**config.mk**
```make
export PLATFORM = sky130hd
export DESIGN_NAME = dcache_ctrl
export DESIGN_NICKNAME = d
export VERILOG_FILES = /design/src/rtl/dcache_ctrl.sv
export SDC_FILE = /design/constraint.sdc
export NUM_CORES = 2
export LEC_CHECK = 0
export ABC_AREA = 0
export BUFFER_PORTS_ARGS = -buffer_cell sky130_fd_sc_hd__clkbuf_2
export CORE_MARGIN = 2
export CORE_UTILIZATION = 25
export CTS_CLUSTER_DIAMETER = 100
export DETAILED_ROUTE_END_ITERATION = 8
export HOLD_SLACK_MARGIN = 0.03
export PLACE_DENSITY = 0.36
export RECOVER_POWER = 100
export SLEW_MARGIN = 10
export SYNTH_ARGS = -nofsm -noshare
export SYNTH_HDL_FRONTEND = slang
export SYNTH_MEMORY_MAX_BITS = 65536
export SYNTH_SLANG_ARGS = --single-unit
```
**constraint.sdc**
```tcl
create_clock -name clk_i -period 15.8 [get_ports clk_i]
set_input_delay 3.16 -clock clk_i [delete_from_list [all_inputs] [get_ports clk_i]]
set_output_delay 3.16 -clock clk_i [all_outputs]
set_load 0.005 [all_outputs]
```
**src/rtl/dcache_ctrl.sv**
```systemverilog
// Direct-mapped write-back/write-allocate L1 D-cache controller; hits return in the same cycle, a clean miss costs 1 + memory latency + 1 cycles.
// Backpressure: cpu_stall_o holds the pipeline while a line is written back or refilled over the mem_req_o/mem_ack_i handshake.
module dcache_ctrl #(
    parameter int NUM_LINES = 16,
    parameter int LINE_BITS = 256
) (
    input  logic                 clk_i,
    input  logic                 rst_i,
    input  logic                 cpu_req_i,
    input  logic                 cpu_write_i,
    input  logic [31:0]          cpu_addr_i,
    input  logic [31:0]          cpu_wdata_i,
    output logic [31:0]          cpu_rdata_o,
    output logic                 cpu_stall_o,
    output logic                 mem_req_o,
    output logic                 mem_write_o,
    output logic [31:0]          mem_addr_o,
    output logic [LINE_BITS-1:0] mem_wdata_o,
    input  logic [LINE_BITS-1:0] mem_rdata_i,
    input  logic                 mem_ack_i
);
    localparam int IDX_W  = $clog2(NUM_LINES);
    localparam int OFF_W  = $clog2(LINE_BITS / 8);
    localparam int WSEL_W = OFF_W - 2;
    localparam int TAG_W  = 32 - IDX_W - OFF_W;
    localparam int BIT_W  = $clog2(LINE_BITS);

    typedef enum logic [1:0] {IDLE, WRITEBACK, ALLOCATE} state_t;
    state_t state_q, state_d;

    logic [LINE_BITS-1:0] data_q [NUM_LINES];
    logic [TAG_W-1:0]     tag_q  [NUM_LINES];
    logic [NUM_LINES-1:0] valid_q;
    logic [NUM_LINES-1:0] dirty_q;

    logic [IDX_W-1:0]  idx;
    logic [TAG_W-1:0]  tag;
    logic [WSEL_W-1:0] wsel;
    logic [BIT_W-1:0]  bit_base;
    logic              hit;
    logic              wr_hit;
    logic              fill;
    logic              unused_addr;

    assign idx         = cpu_addr_i[OFF_W +: IDX_W];
    assign tag         = cpu_addr_i[31 -: TAG_W];
    assign wsel        = cpu_addr_i[2 +: WSEL_W];
    assign bit_base    = {wsel, 5'b0};
    assign unused_addr = ^cpu_addr_i[1:0];

    assign hit    = valid_q[idx] && (tag_q[idx] == tag);
    assign wr_hit = (state_q == IDLE) && cpu_req_i && cpu_write_i && hit;
    assign fill   = (state_q == ALLOCATE) && mem_ack_i;

    always_ff @(posedge clk_i) begin
        if (rst_i) begin
            state_q <= IDLE;
            valid_q <= '0;
            dirty_q <= '0;
        end else begin
            state_q <= state_d;
            if (fill) begin
                valid_q[idx] <= 1'b1;
                dirty_q[idx] <= 1'b0;
            end else if (wr_hit) begin
                dirty_q[idx] <= 1'b1;
            end
        end
    end

    // Data and tags carry no reset; valid gates their use after reset.
    always_ff @(posedge clk_i) begin
        if (!rst_i) begin
            if (fill) begin
                data_q[idx] <= mem_rdata_i;
                tag_q[idx]  <= tag;
            end else if (wr_hit) begin
                data_q[idx][bit_base +: 32] <= cpu_wdata_i;
            end
        end
    end

    always_comb begin
        state_d     = state_q;
        cpu_stall_o = 1'b0;
        cpu_rdata_o = '0;
        mem_req_o   = 1'b0;
        mem_write_o = 1'b0;
        mem_addr_o  = '0;
        mem_wdata_o = '0;
        case (state_q)
            IDLE: begin
                if (cpu_req_i) begin
                    if (hit) begin
                        if (!cpu_write_i) begin
                            cpu_rdata_o = data_q[idx][bit_base +: 32];
                        end
                    end else begin
                        cpu_stall_o = 1'b1;
                        state_d = (valid_q[idx] && dirty_q[idx]) ? WRITEBACK : ALLOCATE;
                    end
                end
            end
            WRITEBACK: begin
                cpu_stall_o = 1'b1;
                mem_req_o   = 1'b1;
                mem_write_o = 1'b1;
                mem_addr_o  = {tag_q[idx], idx, {OFF_W{1'b0}}};
                mem_wdata_o = data_q[idx];
                if (mem_ack_i) begin
                    state_d = ALLOCATE;
                end
            end
            ALLOCATE: begin
                cpu_stall_o = 1'b1;
                mem_req_o   = 1'b1;
                mem_addr_o  = {tag, idx, {OFF_W{1'b0}}};
                if (mem_ack_i) begin
                    state_d = IDLE;
                end
            end
            default: state_d = IDLE;
        endcase
    end
endmodule

```
# [Yosys cells after proc, flatten, opt, wreduce, memory -nomap -nowiden]
# Memory sizes are Yosys's and may differ from the RTL's.
# Cells that the tools add are included.
[word_totals] ff_bits=34 ramBits=4464 inputBits=325 out_inout_bits=323 elab_cells=577 memories=2
[mem_list] name="data_q" words=16 width=256 read_ports=1 rd_clocked_by_memory_dff=0 wr=1 line_no="31" rtl="logic [LINE_BITS-1:0] data_q [NUM_LINES];"
[mem_list] name="tag_q" words=16 width=23 read_ports=1 rd_clocked_by_memory_dff=0 wr=1 line_no="32" rtl="logic [TAG_W-1:0] tag_q [NUM_LINES];"
[op_classes] n_addsub=1 order_cmp=2 eq_ne=7 n_shift=3 n_mux=288 bitwise_logic=260 n_reduce_logical=11
[op_table] cell="2-to-1 mux 256 bit" n=2
[op_table] cell="2-to-1 mux 1 bit" n=269
[op_table] cell="bitwise OR 1 bit" n=256
[op_table] cell="variable shift 32 x 10 -> 256 bit (first input constant)" n=1
[op_table] cell="variable part select 256 x 9 -> 32 bit" n=1
[op_table] cell="variable part select 32 x 10 -> 256 bit" n=1
[op_table] cell="2-to-1 mux 32 bit" n=4
[op_table] cell="one-hot mux 32 bit (2 select lines)" n=1
[op_table] cell="2-to-1 mux 16 bit" n=2
[op_table] cell="bitwise OR 16 bit" n=2
[op_table] cell="== test 23 bit" n=1
[op_table] cell="AND 16 bit" n=1
[op_table] cell="inverter 16 bit" n=1
[op_table] cell="2-to-1 mux 2 bit" n=5
[op_table] cell="negator 8 -> 10 bit" n=1
[op_table] cell="binary-select mux 1 bit (select 4 bit)" n=2
[op_table] cell="inequality test 2 bit (second input constant)" n=4
[op_table] cell="logical AND 1 bit" n=7
[op_table] cell="one-hot mux 2 bit (3 select lines)" n=1
[op_table] cell="less-than comparator 4 x 5 -> 1 bit (second input constant)" n=1
[op_table] cell="demux 1 bit (select 4 bit)" n=1
[op_table] cell=">= comparator 4 x 1 -> 1 bit (second input constant)" n=1
[op_table] cell="AND reduction 4 bit" n=1
[op_table] cell="== test 2 x 1 -> 1 bit (second input constant)" n=1
[op_table] cell="other kinds (5)" n=5

# [Longest topological paths before layout]
[depth] word_depth=9 mapped_depth=16 depth_no_buf=9

# [Worst setup path before layout]
# Ideal clock, no wire load.
[synth_timing] kind="in2out" from="in cpu_addr_i[5]" to="out cpu_rdata_o[10]" arrival_time_ns=6.431 required_ns=12.640 setup_slack_ns=6.209 stages=13 path_buffers=8 path_cell_list="buf_6 buf_4 buf_6 buf_6 buf_2 clkbuf_1 clkbuf_1 buf_2 mux4_2 mux4_2 mux4_2 nand2_1 a21oi_1"
[synth_via] elab_chain_len=6 elab_cells_between_ends=11 classes_between="eq/ne: 1; shift: 1; mux: 6; reduce/logical: 1; memory: 2"
[synth_lines] item="start: declaration" line_no="11" rtl="input logic [31:0] cpu_addr_i,"
[synth_lines] item="memory read (16 x 256 bit), or another cell as far along"
[synth_lines] item="variable part select 256 x 9 -> 32 bit, or another cell as far along" line_no="96" rtl="cpu_rdata_o = data_q[idx][bit_base +: 32];"
[synth_lines] item="2-to-1 mux 32 bit / logical AND 1 bit (equally long branches)" line_no="95, 51"
[synth_lines] item="2-to-1 mux 32 bit (*)" line_no="94" rtl="if (hit) begin"
[synth_lines] item="2-to-1 mux 32 bit (*)" line_no="93" rtl="if (cpu_req_i) begin"
[synth_lines] item="2-to-1 mux 32 bit (*)" line_no="91" rtl="case (state_q)"
[synth_lines] item="end: declaration" line_no="13" rtl="output logic [31:0] cpu_rdata_o,"
# Every way passes the cells marked *; elsewhere a longest branch is shown, timed or not. The select of a mux whose other input is x is not followed.

# [Worst setup path after layout]
[layout_timing] from="in cpu_addr_i[6]" to="out cpu_rdata_o[5]"
# The elaborated chain is that of the path after synthesis.

==> metrics.yaml <==
cts_buffer_depth: 4
finalWorstSetupSlack_ps: 1820
ioPinCount: 648
cts-root-buf: "clkbuf_16"
critPathLaunch: "cpu_addr_i[6]"
die_height_um: 850
via_per_inst: 4.73
tightest_slew_ps: 4730
grt_pass1_wl_um: 902000
pwr-share-clk_pct: 44.0
fin_total_pwr_mw: 26.5
dieArea_um2: 722000
cp_data_arrival_time_ps: 10820
drv_cap: 138
synth-seq-cells: 4498
dp_slack_ps: 3380
drt_first_iter_violations: 8773
grt.total_usage_pct: 18.7
overflow: 0
wl_um: 695000
ys_warn_count: 0
ys_types: 68
tns_ps: 0
cts_tree: "built"
yosys-top-cells-count: "edfxtp_1 (4464), mux4_2 (1420), clkbuf_1 (331)"
violations: "antenna rules, capacitance limit, slew limit"
synth_edf_count: 4464
cts.clk_slew.worst_paths_ps: 60
dieWidth_um: 850
syn_avg_cell_area_um2: 22.8
dp_hpwl_um: 451000
hold_viol: 0
grt_start_max_net_pins: 115
clkSinkCount: 4498
critPathMaxStageDelay_ps: 2280
ir_drop_v: 0.000103
fmaxAchievable_ghz: 0.0715
grt_pass1_vias: 91042
post_cts_resized: 0
initial_utilization_pct: 25.1
rows: 310
synth_ff_type: "edfxtp_1"
path_class: "in -> out"
portBuffers: 640
hp-class: "reg -> reg"
p_sw_mw: 6.09
worst_path_max_delay_cell: "clkbuf_1"
route.detailed.drc: 0
rsz0062_at_grt: "no"
start_kind: "input pin"
area_delta_synth_final_pct: 18.1
max_slew_margin_pct: -215
synth_top_cell_by_area: "edfxtp_1"
synth_most_common_cell: "edfxtp_1"
synth_top_area_share_pct: 74.9
ctsHoldBuffers: 0
fin_nets: 9140
globalplace.congestion: 0.780
cts.htree.levels: 6
final_max_slew_viol_count: 3897
routedWlPerCell_um: 36.9
leakagePower_nw: 64.8
skew_ps: 42.0
synth_top_cells_by_area: "edfxtp_1 (75%), mux4_2 (18%), mux2_2 (1.5%)"
r2r-start: "tag_q[7][7]"
postRouteAntennaNets: 1
syn_area_um2: 179000
cpMostUsedCell: "mux4_2"
worstHoldStart: "valid_q[14]"
seq_area_frac_synth_pct: 75.3
core_um2: 713000
setup_violations: 0
outcome: "finished with violations"
async_flop_share_pct: 0
period_needed_ps: 13980
postSynthCellCount: 7830
power_frac_seq_pct: 49.6
p_int_mw: 20.4
crit_path_end_kind: "output port"
insertion_delay_ps: 1090
critPathRequiredTime_ps: 12640
pwr-share-comb_pct: 6.4
power.share.switching_pct: 23.0
fin_crit_sh_pct: 88.5
critPathMaxFanout: 106
num_vias: 89204
cp_cell_sequence: "buf_12 -> buf_12 -> clkbuf_1 -> buf_4 -> mux4_2 -> mux4_2 -> mux4_2 -> nand2_1 -> a21oi_1 -> clkbuf_2"
postCtsSetupRepairBufs: 0
pwr_density_cell_nw_per_um2: 126
cts_inserted_buffers: 522
drt_first_pass_iters: 5
drive_gt1_share_pct: 32.3
antenna_found_initial: 181
-- layer usage --
layer  global-route usage (%)  part of all wire, %  wire length (um)
met1                     23.9                   41            283000
met5                        0                0.042               295
met3                     4.25                  6.7             46500
met2                     31.4                   49            340000
met4                     6.25                  3.7             26000
-- per-stage QoR --
stage               hold WS [ps]  cells  util, %  cell area [um^2]
global route                 497  18792     29.6            211000
floorplan                    449   7834        -            179000
finish                       471  18864     29.6            211000
detailed placement           465  17798     27.5            196000
CTS                          474  18717     29.8            212000
global placement             460  17798     27.5            196000
-- path summary, 6_finish.rpt --
path / slack, ps / cells past startpoint / endpoint
hold reg to reg: 470 / 2 / valid_q[14]
setup reg to reg: 5120 / 10 / data_q[6][179]
setup / recovery: 1820 / 10 / cpu_rdata_o[5]
hold / removal: 470 / 2 / valid_q[14]
-- logic make-up after synthesis --
group | Yosys count | share of synthesized area, %
DFF | 4498 | 75.3
xor gates and xnor gates | 25 | 0.122
adders and majority gates | 9 | 0.0630
and+or+nand+nor | 654 | 2.00
muxes | 1780 | 20.1
AOI/OAI and AO/OA | 329 | 1.11
buffers and inverters | 534 | 1.31
other | 1 | 0.00210
-- area by class of cell --
class | count | area (um^2)
antenna | 147 | 368
clock buffer | 676 | 14100
clock inverter | 243 | 2130
fill | 69653 | 502000
timing repair buffer | 926 | 5000
tap | 9516 | 11900
multi-input combinational | 2802 | 42900
sequential | 4498 | 135000
inverter | 56 | 223
-- registers in the layout, indices dropped and copies added, names as in the netlist, named ones only --
| name | flops |
|---|---|
| data_q | 4096 |
| state_q | 2 |
| tag_q | 368 |
| valid_q | 16 |
-- layout by cell type (no fill, tap or decap), types with 26 or more instances in the layout --
cell type  instances
a21oi_1           96
a21oi_4           84
and2_0           209
and2_1           101
buf_4            142
bufinv_16         30
clkbuf_1         330
clkbuf_16        541
clkbuf_2         570
clkinv_1         108
clkinv_2          55
dfxtp_1           34
diode_2          147
edfxtp_1        4464
inv_1             53
mux2_1           233
mux2i_1          112
mux4_2          1420
nand2_1          124
nor2_1            66
nor2b_1           26
o22ai_1           26
-- critical path, delay by kind of cell --
kind / cells / cell delay, ps
compound gates: 1 / 1120
buf+inv: 5 / 4680
mux: 3 / 1270
simple gates: 1 / 60
-- power groups by stage --
| stage | sequential (mW) | clock [mW] | combinational [mW] |
|---|---|---|---|
| finish | 13.2 | 11.7 | 1.69 |
| global placement | 13.4 | 0 | 1.72 |
| CTS | 13.2 | 12.0 | 1.75 |
| detailed placement | 13.4 | 0 | 1.74 |
| global route | 13.2 | 12.4 | 1.76 |
| floorplan | 13.4 | 0 | 0.813 |
Note: power is estimated with default switching activity, not from simulation.
